--- config.mk ---
export PLATFORM = sky130hd
export DESIGN_NAME = pb_debounce_flat
export DESIGN_NICKNAME = d
export VERILOG_FILES = /design/src/rtl/pb_debounce_pkg.sv /design/src/rtl/pb_debounce_if.sv /design/src/rtl/pb_debounce_bit.sv /design/src/rtl/pb_debounce.sv /design/src/flat_wrapper.sv
export SDC_FILE = /design/constraint.sdc
export NUM_CORES = 1
export LEC_CHECK = 0
export CAP_MARGIN = 15
export CORE_ASPECT_RATIO = 1.2
export CORE_UTILIZATION = 50
export DETAILED_ROUTE_END_ITERATION = 10
export DONT_BUFFER_PORTS = 1
export MAX_ROUTING_LAYER = met4
export PLACE_DENSITY = 0.69
export SLEW_MARGIN = 20
export SYNTH_ARGS = -nofsm -noshare
export SYNTH_HDL_FRONTEND = slang
export SYNTH_SLANG_ARGS = --single-unit
--- constraint.sdc ---
create_clock -name clk -period 2.4 [get_ports clk]
set_input_delay 0.36 -clock clk [delete_from_list [all_inputs] [get_ports clk]]
set_output_delay 0.36 -clock clk [all_outputs]
set_load 0.01 [all_outputs]
--- src/rtl/pb_debounce_pkg.sv ---
`default_nettype none
// ============================================================================
//  Module      : pb_debounce_pkg
//  Description : Shared defaults and helpers for the push-button debouncer.
//                Holds the default channel count, the default filter length,
//                and the stability-counter width function used by every
//                channel.
//  Config      : PB_DEBOUNCE_PRESS_PULSE_EN (optional press-pulse output,
//                consumed by pb_debounce_if / pb_debounce_bit / pb_debounce)
//  Revision    : 1.0 - initial release
// ============================================================================
package pb_debounce_pkg;

    localparam int unsigned PB_DEBOUNCE_CYCLES_DEFAULT = 500000;
    localparam int unsigned PB_WIDTH_DEFAULT           = 7;

    // Width of the per-bit stability counter. The counter only has to reach
    // DEBOUNCE_CYCLES-1, so $clog2(DEBOUNCE_CYCLES) bits are enough; never
    // return zero so a vector declaration is always legal.
    function automatic int unsigned pb_cnt_width(input int unsigned cycles);
        int unsigned w;
        w = $clog2(cycles);
        return (w < 1) ? 1 : w;
    endfunction

endpackage : pb_debounce_pkg
`default_nettype wire

--- src/rtl/pb_debounce_if.sv ---
`default_nettype none
// ============================================================================
//  Module      : pb_debounce_if
//  Description : Board-side push-button bundle. Groups the raw key pins with
//                the conditioned outputs read by the PIO.
//  Signals     : pb_raw   - raw key pins (asynchronous, board polarity)
//                pb_clean - debounced level, 1 = pressed
//                pb_press - one-cycle press pulse (only with
//                           PB_DEBOUNCE_PRESS_PULSE_EN defined)
//  Modports    : master - board / PIO side (drives pb_raw, reads results)
//                slave  - debouncer side
//  Config      : PB_DEBOUNCE_PRESS_PULSE_EN adds pb_press
//  Revision    : 1.0 - initial release
// ============================================================================
interface pb_debounce_if
    import pb_debounce_pkg::*;
#(
    parameter int unsigned WIDTH = PB_WIDTH_DEFAULT
);
    logic [WIDTH-1:0] pb_raw;
    logic [WIDTH-1:0] pb_clean;
`ifdef PB_DEBOUNCE_PRESS_PULSE_EN
    logic [WIDTH-1:0] pb_press;

    modport master (output pb_raw, input  pb_clean, input  pb_press);
    modport slave  (input  pb_raw, output pb_clean, output pb_press);
`else
    modport master (output pb_raw, input  pb_clean);
    modport slave  (input  pb_raw, output pb_clean);
`endif
endinterface : pb_debounce_if
`default_nettype wire

--- src/rtl/pb_debounce_bit.sv ---
`default_nettype none
// ============================================================================
//  Module      : pb_debounce_bit
//  Description : One debounced channel. A two-flop synchronizer feeds a
//                stability counter; the accepted level only changes after the
//                synchronized input has disagreed with it for
//                DEBOUNCE_CYCLES consecutive clocks.
//  Ports       : clk      - system clock
//                reset_n  - asynchronous active-low reset
//                i_norm   - raw input already normalized to 1 = pressed
//                o_clean  - accepted (debounced) level
//                o_press  - one-cycle pulse on a 0->1 of o_clean
//                           (only with PB_DEBOUNCE_PRESS_PULSE_EN defined)
//  Config      : PB_DEBOUNCE_PRESS_PULSE_EN
//  Revision    : 1.0 - initial release
// ============================================================================
module pb_debounce_bit
    import pb_debounce_pkg::*;
#(
    parameter int unsigned DEBOUNCE_CYCLES = PB_DEBOUNCE_CYCLES_DEFAULT
) (
    input  wire logic clk,
    input  wire logic reset_n,
    input  wire logic i_norm,
    output logic      o_clean
`ifdef PB_DEBOUNCE_PRESS_PULSE_EN
    ,
    output logic      o_press
`endif
);

    localparam int unsigned          c_CNT_W   = pb_cnt_width(DEBOUNCE_CYCLES);
    localparam logic [c_CNT_W-1:0]   c_CNT_MAX = c_CNT_W'(DEBOUNCE_CYCLES - 1);
    localparam logic [c_CNT_W-1:0]   c_CNT_ONE = c_CNT_W'(1);

    logic               r_s1;
    logic               r_s2;
    logic               r_stable;
    logic [c_CNT_W-1:0] r_cnt;

    // Synchronizer resets to 0 (released) so a key held through reset is not
    // seen until the full filter interval has elapsed after release.
    always_ff @(posedge clk or negedge reset_n) begin
        if (!reset_n) begin
            r_s1 <= 1'b0;
            r_s2 <= 1'b0;
        end else begin
            r_s1 <= i_norm;
            r_s2 <= r_s1;
        end
    end

    // Any agreement with the accepted level restarts the count, so only an
    // uninterrupted run of DEBOUNCE_CYCLES disagreeing samples is accepted.
    // The counter stops at c_CNT_MAX and is cleared on acceptance, so it
    // can never wrap.
    always_ff @(posedge clk or negedge reset_n) begin
        if (!reset_n) begin
            r_cnt    <= '0;
            r_stable <= 1'b0;
        end else if (r_s2 == r_stable) begin
            r_cnt    <= '0;
        end else if (r_cnt == c_CNT_MAX) begin
            r_stable <= r_s2;
            r_cnt    <= '0;
        end else begin
            r_cnt    <= r_cnt + c_CNT_ONE;
        end
    end

    assign o_clean = r_stable;

`ifdef PB_DEBOUNCE_PRESS_PULSE_EN
    logic r_stable_q;

    always_ff @(posedge clk or negedge reset_n) begin
        if (!reset_n) begin
            r_stable_q <= 1'b0;
        end else begin
            r_stable_q <= r_stable;
        end
    end

    // Both operands are flops, so the pulse has no path from the pins. It is
    // high exactly in the cycle where r_stable has just risen and r_stable_q
    // still holds the old 0; releases (1->0) never produce it.
    assign o_press = r_stable & ~r_stable_q;
`endif

endmodule : pb_debounce_bit
`default_nettype wire

--- src/rtl/pb_debounce.sv ---
`default_nettype none
// ============================================================================
//  Module      : pb_debounce
//  Description : Push-button conditioning stage between the raw key pins and
//                the PIO read port. Normalizes polarity to active-high and
//                debounces every channel independently.
//  Parameters  : WIDTH           - number of button channels
//                DEBOUNCE_CYCLES - clocks an input must be steady (>= 2)
//                ACTIVE_LOW      - 1: pin reads 0 when pressed
//  Ports       : clk     - system clock
//                reset_n - asynchronous active-low reset
//                bus     - pb_debounce_if.slave (pb_raw in, pb_clean out,
//                          pb_press out when the pulse option is built)
//  Config      : PB_DEBOUNCE_PRESS_PULSE_EN - adds the pb_press pulse vector
//  Revision    : 1.0 - initial release
// ============================================================================
module pb_debounce
    import pb_debounce_pkg::*;
#(
    parameter int unsigned WIDTH           = PB_WIDTH_DEFAULT,
    parameter int unsigned DEBOUNCE_CYCLES = PB_DEBOUNCE_CYCLES_DEFAULT,
    parameter bit          ACTIVE_LOW      = 1'b1
) (
    input  wire logic     clk,
    input  wire logic     reset_n,
    pb_debounce_if.slave  bus
);

    logic [WIDTH-1:0] w_norm;
    logic [WIDTH-1:0] w_clean;
`ifdef PB_DEBOUNCE_PRESS_PULSE_EN
    logic [WIDTH-1:0] w_press;
`endif

    // Everything downstream of this point is active-high (1 = pressed).
    assign w_norm = ACTIVE_LOW ? ~bus.pb_raw : bus.pb_raw;

    for (genvar gi = 0; gi < WIDTH; gi++) begin : g_bit
        pb_debounce_bit #(
            .DEBOUNCE_CYCLES (DEBOUNCE_CYCLES)
        ) u_bit (
            .clk     (clk),
            .reset_n (reset_n),
            .i_norm  (w_norm[gi]),
            .o_clean (w_clean[gi])
`ifdef PB_DEBOUNCE_PRESS_PULSE_EN
            ,
            .o_press (w_press[gi])
`endif
        );
    end

    assign bus.pb_clean = w_clean;
`ifdef PB_DEBOUNCE_PRESS_PULSE_EN
    assign bus.pb_press = w_press;
`endif

endmodule : pb_debounce
`default_nettype wire

--- src/flat_wrapper.sv ---
// flat-port wrapper written by rule: the top's interface ports become plain ports
module pb_debounce_flat import pb_debounce_pkg::*;
#(
    parameter int unsigned WIDTH           = PB_WIDTH_DEFAULT,
    parameter int unsigned DEBOUNCE_CYCLES = PB_DEBOUNCE_CYCLES_DEFAULT,
    parameter bit          ACTIVE_LOW      = 1'b1
)
  (clk, reset_n, bus_pb_raw, bus_pb_clean);
  pb_debounce_if #(.WIDTH(WIDTH)) bus_i ();
  input  wire logic clk;
  input  wire logic reset_n;
  input wire logic [$bits(bus_i.pb_raw)-1:0] bus_pb_raw;
  output wire logic [$bits(bus_i.pb_clean)-1:0] bus_pb_clean;
  assign bus_i.pb_raw = bus_pb_raw;
  assign bus_pb_clean = bus_i.pb_clean;
  pb_debounce #(.WIDTH(WIDTH), .DEBOUNCE_CYCLES(DEBOUNCE_CYCLES), .ACTIVE_LOW(ACTIVE_LOW)) u_core (.clk(clk), .reset_n(reset_n), .bus(bus_i));
endmodule
Yosys cells after proc, flatten, opt, wreduce, memory -nomap -nowiden
Index checks and enable logic that the tools add are counted.

storage, ports and cells
  register bits = 154
  output and inout bits = 7

operators by class
  add/sub/neg operators = 7
  equality and inequality tests = 14
  multiplexer cells = 14
  bitwise gates (word level) = 8
  reduce and logical (&&, ||, !) cells = 7

operator list
  cell                     number
  $mux W19                 14
  $add A19 B1 Y19 const B  7
  $eq A19 B19 Y1 const B   7
  $reduce_and A2 Y1        7
  $eq A1 B1 Y1             7
  $not A1 Y1               7
  $not A7 Y7               1

Longest topological paths before layout
  depth in word-level cells = 3
  depth in mapped cells = 7
  gate-level depth less buffers = 5

Modules after synthesis
Synthesis repeated with hierarchy kept, for this count alone.

unflattened totals
  cell total of the unflattened synthesis = 742
  area, all modules = 7,584.8 µm²

modules (own cells, without submodules)
  module           times used  cells an instance  area an instance (µm²)
  pb_debounce_bit  7           105                1,079.8
  pb_debounce      1           7                  26.3

Worst setup path before layout
Ideal clock, no wire load.

  path type = flip-flop to flip-flop
  start point = register u_core.g_bit[2].u_bit.r_cnt[12]
  end point = register u_core.g_bit[2].u_bit.r_cnt[8]
  library setup time = 119 ps
  arrival time = 1,900 ps
  data required time = 2,281 ps
  setup slack = 381 ps
  stages on the path, launching flop included = 6
  buffers on the path = 1
  clock period less this slack = 2,019 ps
  path through = dfrtp_1 or4_1 or4_1 o21ai_4 buf_4 nor2_1

between the ends
  cells in the longest elaborated chain, start to end = 3

RTL lines
  item                    RTL line               text
  start, declared         pb_debounce_bit.sv:39  logic [c_CNT_W-1:0] r_cnt;
  start signal, assigned  pb_debounce_bit.sv:67  r_cnt <= r_cnt + c_CNT_ONE;
  $eq A19 B19 Y1          pb_debounce_bit.sv:63  end else if (r_cnt == c_CNT_MAX) begin
  $mux W19                pb_debounce_bit.sv:63
  $mux W19                pb_debounce_bit.sv:61  end else if (r_s2 == r_stable) begin

No other way between the ends.
A chain may end at the register's enable or synchronous reset.

Worst setup path in the final report
  start point = register u_core.g_bit[2].u_bit.r_cnt[12]
  end point = register u_core.g_bit[2].u_bit.r_cnt[9]

The elaborated chain is that of the path after synthesis.

==> flow_metrics.py <==
metrics = {
    "timing": {
        "grt_setup_unrepaired": "no",
        "hold-worst-slack_ps": -354,
        "highest_clock_rate_mhz": 465,
        "finalCritPeriodShare_pct": 89.7,
        "layout_setup_ws_ps": 248,
        "setup-violations-final": 0,
        "timing.final.max_slew_violations": 0,
        "final-hold-violation-count": 154,
        "timing_worst_slew_pin_value_ps": 565,
        "final_min_period_ps": 2150,
        "timing.max_slew.rel_slack_pct": 62.0,
        "skew_ps": 11.1,
        "tns_ps": 0,
    },
    "synthesis": {
        "synth_cells": 740,
        "postSynthAreaPerCell_um2": 9.94,
        "mappedNetlistNets": 756,
        "synth_cell_types": 37,
        "synth.yosys.seq_area_share_pct": 52.4,
        "yosys_warnings": 0,
        "synth_top_flop_cell": "sky130_fd_sc_hd__dfrtp_1",
        "netlist_area_mm2": 0.00735,
        "synth-edff-count": 0,
        "async_flop_share_pct": 100,
        "ys_ff_latch": 154,
    },
    "setup_path": {
        "worst_setup_path_startpoint": "u_core.g_bit[2].u_bit.r_cnt[12]",
        "r2r_start": "u_core.g_bit[2].u_bit.r_cnt[12]",
        "crit_path_end_kind": "flip-flop",
        "worst-setup-path-type": "reg2reg",
        "critPathTopFamily": "simple AND/OR/NAND/NOR gates",
        "critPathLaunchType": "flip-flop",
        "worstPathMaxFanout": 18,
        "cp.required_ps": 2680,
        "worst_path_max_stage_delay_ps": 580,
        "cp.arrival_ps": 2430,
        "path_cells": "or4_1, or4_1, o21ai_4, nor2_1",
        "timing.critical_path.buf_inv": 0,
        "crit_slowest_cell": "sky130_fd_sc_hd__or4_1",
        "critical-path-top-cell-by-count": "sky130_fd_sc_hd__or4_1",
    },
    "clock_tree": {
        "cts_tree": "done",
        "cts_max_path_buffers": 2,
        "clk_root_buffer_cell": "sky130_fd_sc_hd__clkbuf_16",
        "clk_pin_slew_worst_paths_ps": 60,
        "cts.hold.buffers_added": 7,
        "clock_tree.htree_level_count": 4,
        "ctsResizeCount": 0,
        "post_cts.repair.setup_buffers": 0,
        "cts.sinks": 154,
        "numCtsBuffers": 17,
        "worstSkewPairLatency_ps": 420,
    },
    "route": {
        "first_iter_violations": 328,
        "post-route-drc-count": 0,
        "route.detailed.vias_per_inst": 5.65,
        "vias": 5309,
        "detail_route.first_pass.iterations": 5,
        "ant_nets": 0,
        "routed_wirelength_normalized_by_instance_count_um": 13.9,
        "routed_wl_mm": 13.1,
    },
    "placed_design": {
        "dpl_worst_slack_ps": 241,
        "place_hpwl_mm": 8.72,
        "globalplace.congestion": 0.897,
        "numPortBuffers": 0,
    },
    "die": {
        "coreArea_mm2": 0.0144,
        "die_y_um": 135,
        "ioPinCount": 16,
        "std_cell_rows": 48,
        "die_span_x_um": 113,
        "initial_utilization_pct": 51.2,
        "die_area_mm2": 0.0152,
    },
    "global_routing": {
        "grtUsageTotal_pct": 19.6,
        "grt_pass1_wl_mm": 23.2,
        "antenna_found_initial": 0,
        "gr-total-overflow": 0,
        "number_of_global_route_vias_before_repair": 5332,
        "largest_net_degree_at_the_start_of_global_routing": 155,
    },
    "status": {
        "violated_checks": "negative hold slack",
        "outcome": "finished, violations left",
    },
    "run": {
        "cap_violations": 0,
    },
    "final_layout": {
        "mostFrequentLayoutCells": "154 x sky130_fd_sc_hd__dfrtp_1, 107 x sky130_fd_sc_hd__nor2_1, 60 x sky130_fd_sc_hd__xnor2_1",
        "number_of_nets_in_the_layout": 770,
        "count_of_antenna_diodes_in_the_layout": 0,
        "drive_above_1_share_pct": 6.93,
        "mostFrequentLayoutCell": "sky130_fd_sc_hd__dfrtp_1",
        "area_growth_syn_to_layout_pct": 11.2,
    },
    "pwr": {
        "power.static_leakage_nw": 3.29,
        "post-layout-total-power_mw": 5.35,
        "vdd.ir_drop.worst_v": 0.000429,
        "pwr_density_cell_mw_per_mm2": 654,
    },
    "hold_path": {
        "holdCritPathClass": "in2async",
    },
}
## cell usage after synthesis, drive strengths merged (4+ instances only)
master | n | area, um2
nand3 | 42 | 210
ha | 7 | 87.6
dfrtp | 154 | 3850
buf | 14 | 90.1
and3 | 4 | 25.0
o31ai | 14 | 115
clkbuf | 10 | 37.5
nor4 | 19 | 119
or4b | 5 | 50.1
xnor2 | 60 | 526
or4 | 22 | 165
nand4 | 31 | 206
and2 | 9 | 56.3
and4 | 11 | 96.3
nand2 | 41 | 154
a21oi | 36 | 180
nor3 | 18 | 90.1
xor2 | 30 | 263
or3 | 25 | 156
inv | 37 | 139
o21ai | 26 | 141
mux2 | 7 | 78.8
nor2 | 107 | 402
nor4bb | 4 | 40.0
## flip-flops by register name, indices dropped and copies added (netlist names)
| register | cells |
|---|---|
| u_core.g_bit.u_bit.o_clean | 7 |
| u_core.g_bit.u_bit.r_cnt | 133 |
| u_core.g_bit.u_bit.r_s1 | 7 |
| u_core.g_bit.u_bit.r_s2 | 7 |
## where the power goes
group	internal (mW)	total, mW	switching [mW]
combinational	0.0513	0.122	0.0706
clock	1.59	2.55	0.960
sequential	2.64	2.67	0.0351
## layout make-up
class                           count  area [um2]
Multi-Input combinational cell    525        3230
Tap cell                          175         219
Timing Repair Buffer               19         160
Inverter                           37         139
Sequential cell                   154        3850
Fill cell                        1208        6180
Clock inverter                      8        95.1
Clock buffer                       22         474
## metal layers
| metal | GRT usage, % | wire, um |
|---|---|---|
| met4 | 8.22 | 108 |
| met5 | - | 0 |
| met3 | 4.44 | 279 |
| met2 | 32.4 | 6750 |
| met1 | 23.1 | 5950 |
## final timing paths
| path | cells past startpoint | to | slack, ps |
|---|---|---|---|
| max | 4 | u_core.g_bit[2].u_bit.r_cnt[9] | 250 |
| min | 0 | u_core.g_bit[0].u_bit.r_cnt[7] | -350 |
| max reg2reg | 4 | u_core.g_bit[2].u_bit.r_cnt[9] | 250 |
| min reg2reg | 0 | u_core.g_bit[3].u_bit.r_s2 | 350 |
| max in group asynchronous | 0 | u_core.g_bit[2].u_bit.o_clean | 2550 |
| min in group clk | 0 | u_core.g_bit[3].u_bit.r_s2 | 350 |
## cell families (layout without fill, tap and decap cells)
kind of cell | Yosys count | count (layout) | share of synthesized area [%]
and+or+nand+nor | 343 | 343 | 24.6
DFF | 154 | 154 | 52.4
xor gates and xnor gates | 90 | 90 | 10.7
buffers and inverters | 61 | 86 | 3.62
muxes | 7 | 7 | 1.07
adders and majority gates | 7 | 7 | 1.19
AOI/OAI and AO/OA | 78 | 78 | 6.43
## per-stage QoR
stage	instance area, um2	cells	hold slack (ps)	util [%]
global placement	7540	903	71.3	52.5
finish	8180	940	-354	57.0
global route	8180	940	-379	57.0
CTS	8180	940	-376	57.0
floorplan	7350	740	64.4	-
detailed placement	7540	903	70.3	52.5
No activity file was read; power rests on OpenSTA's default activity.
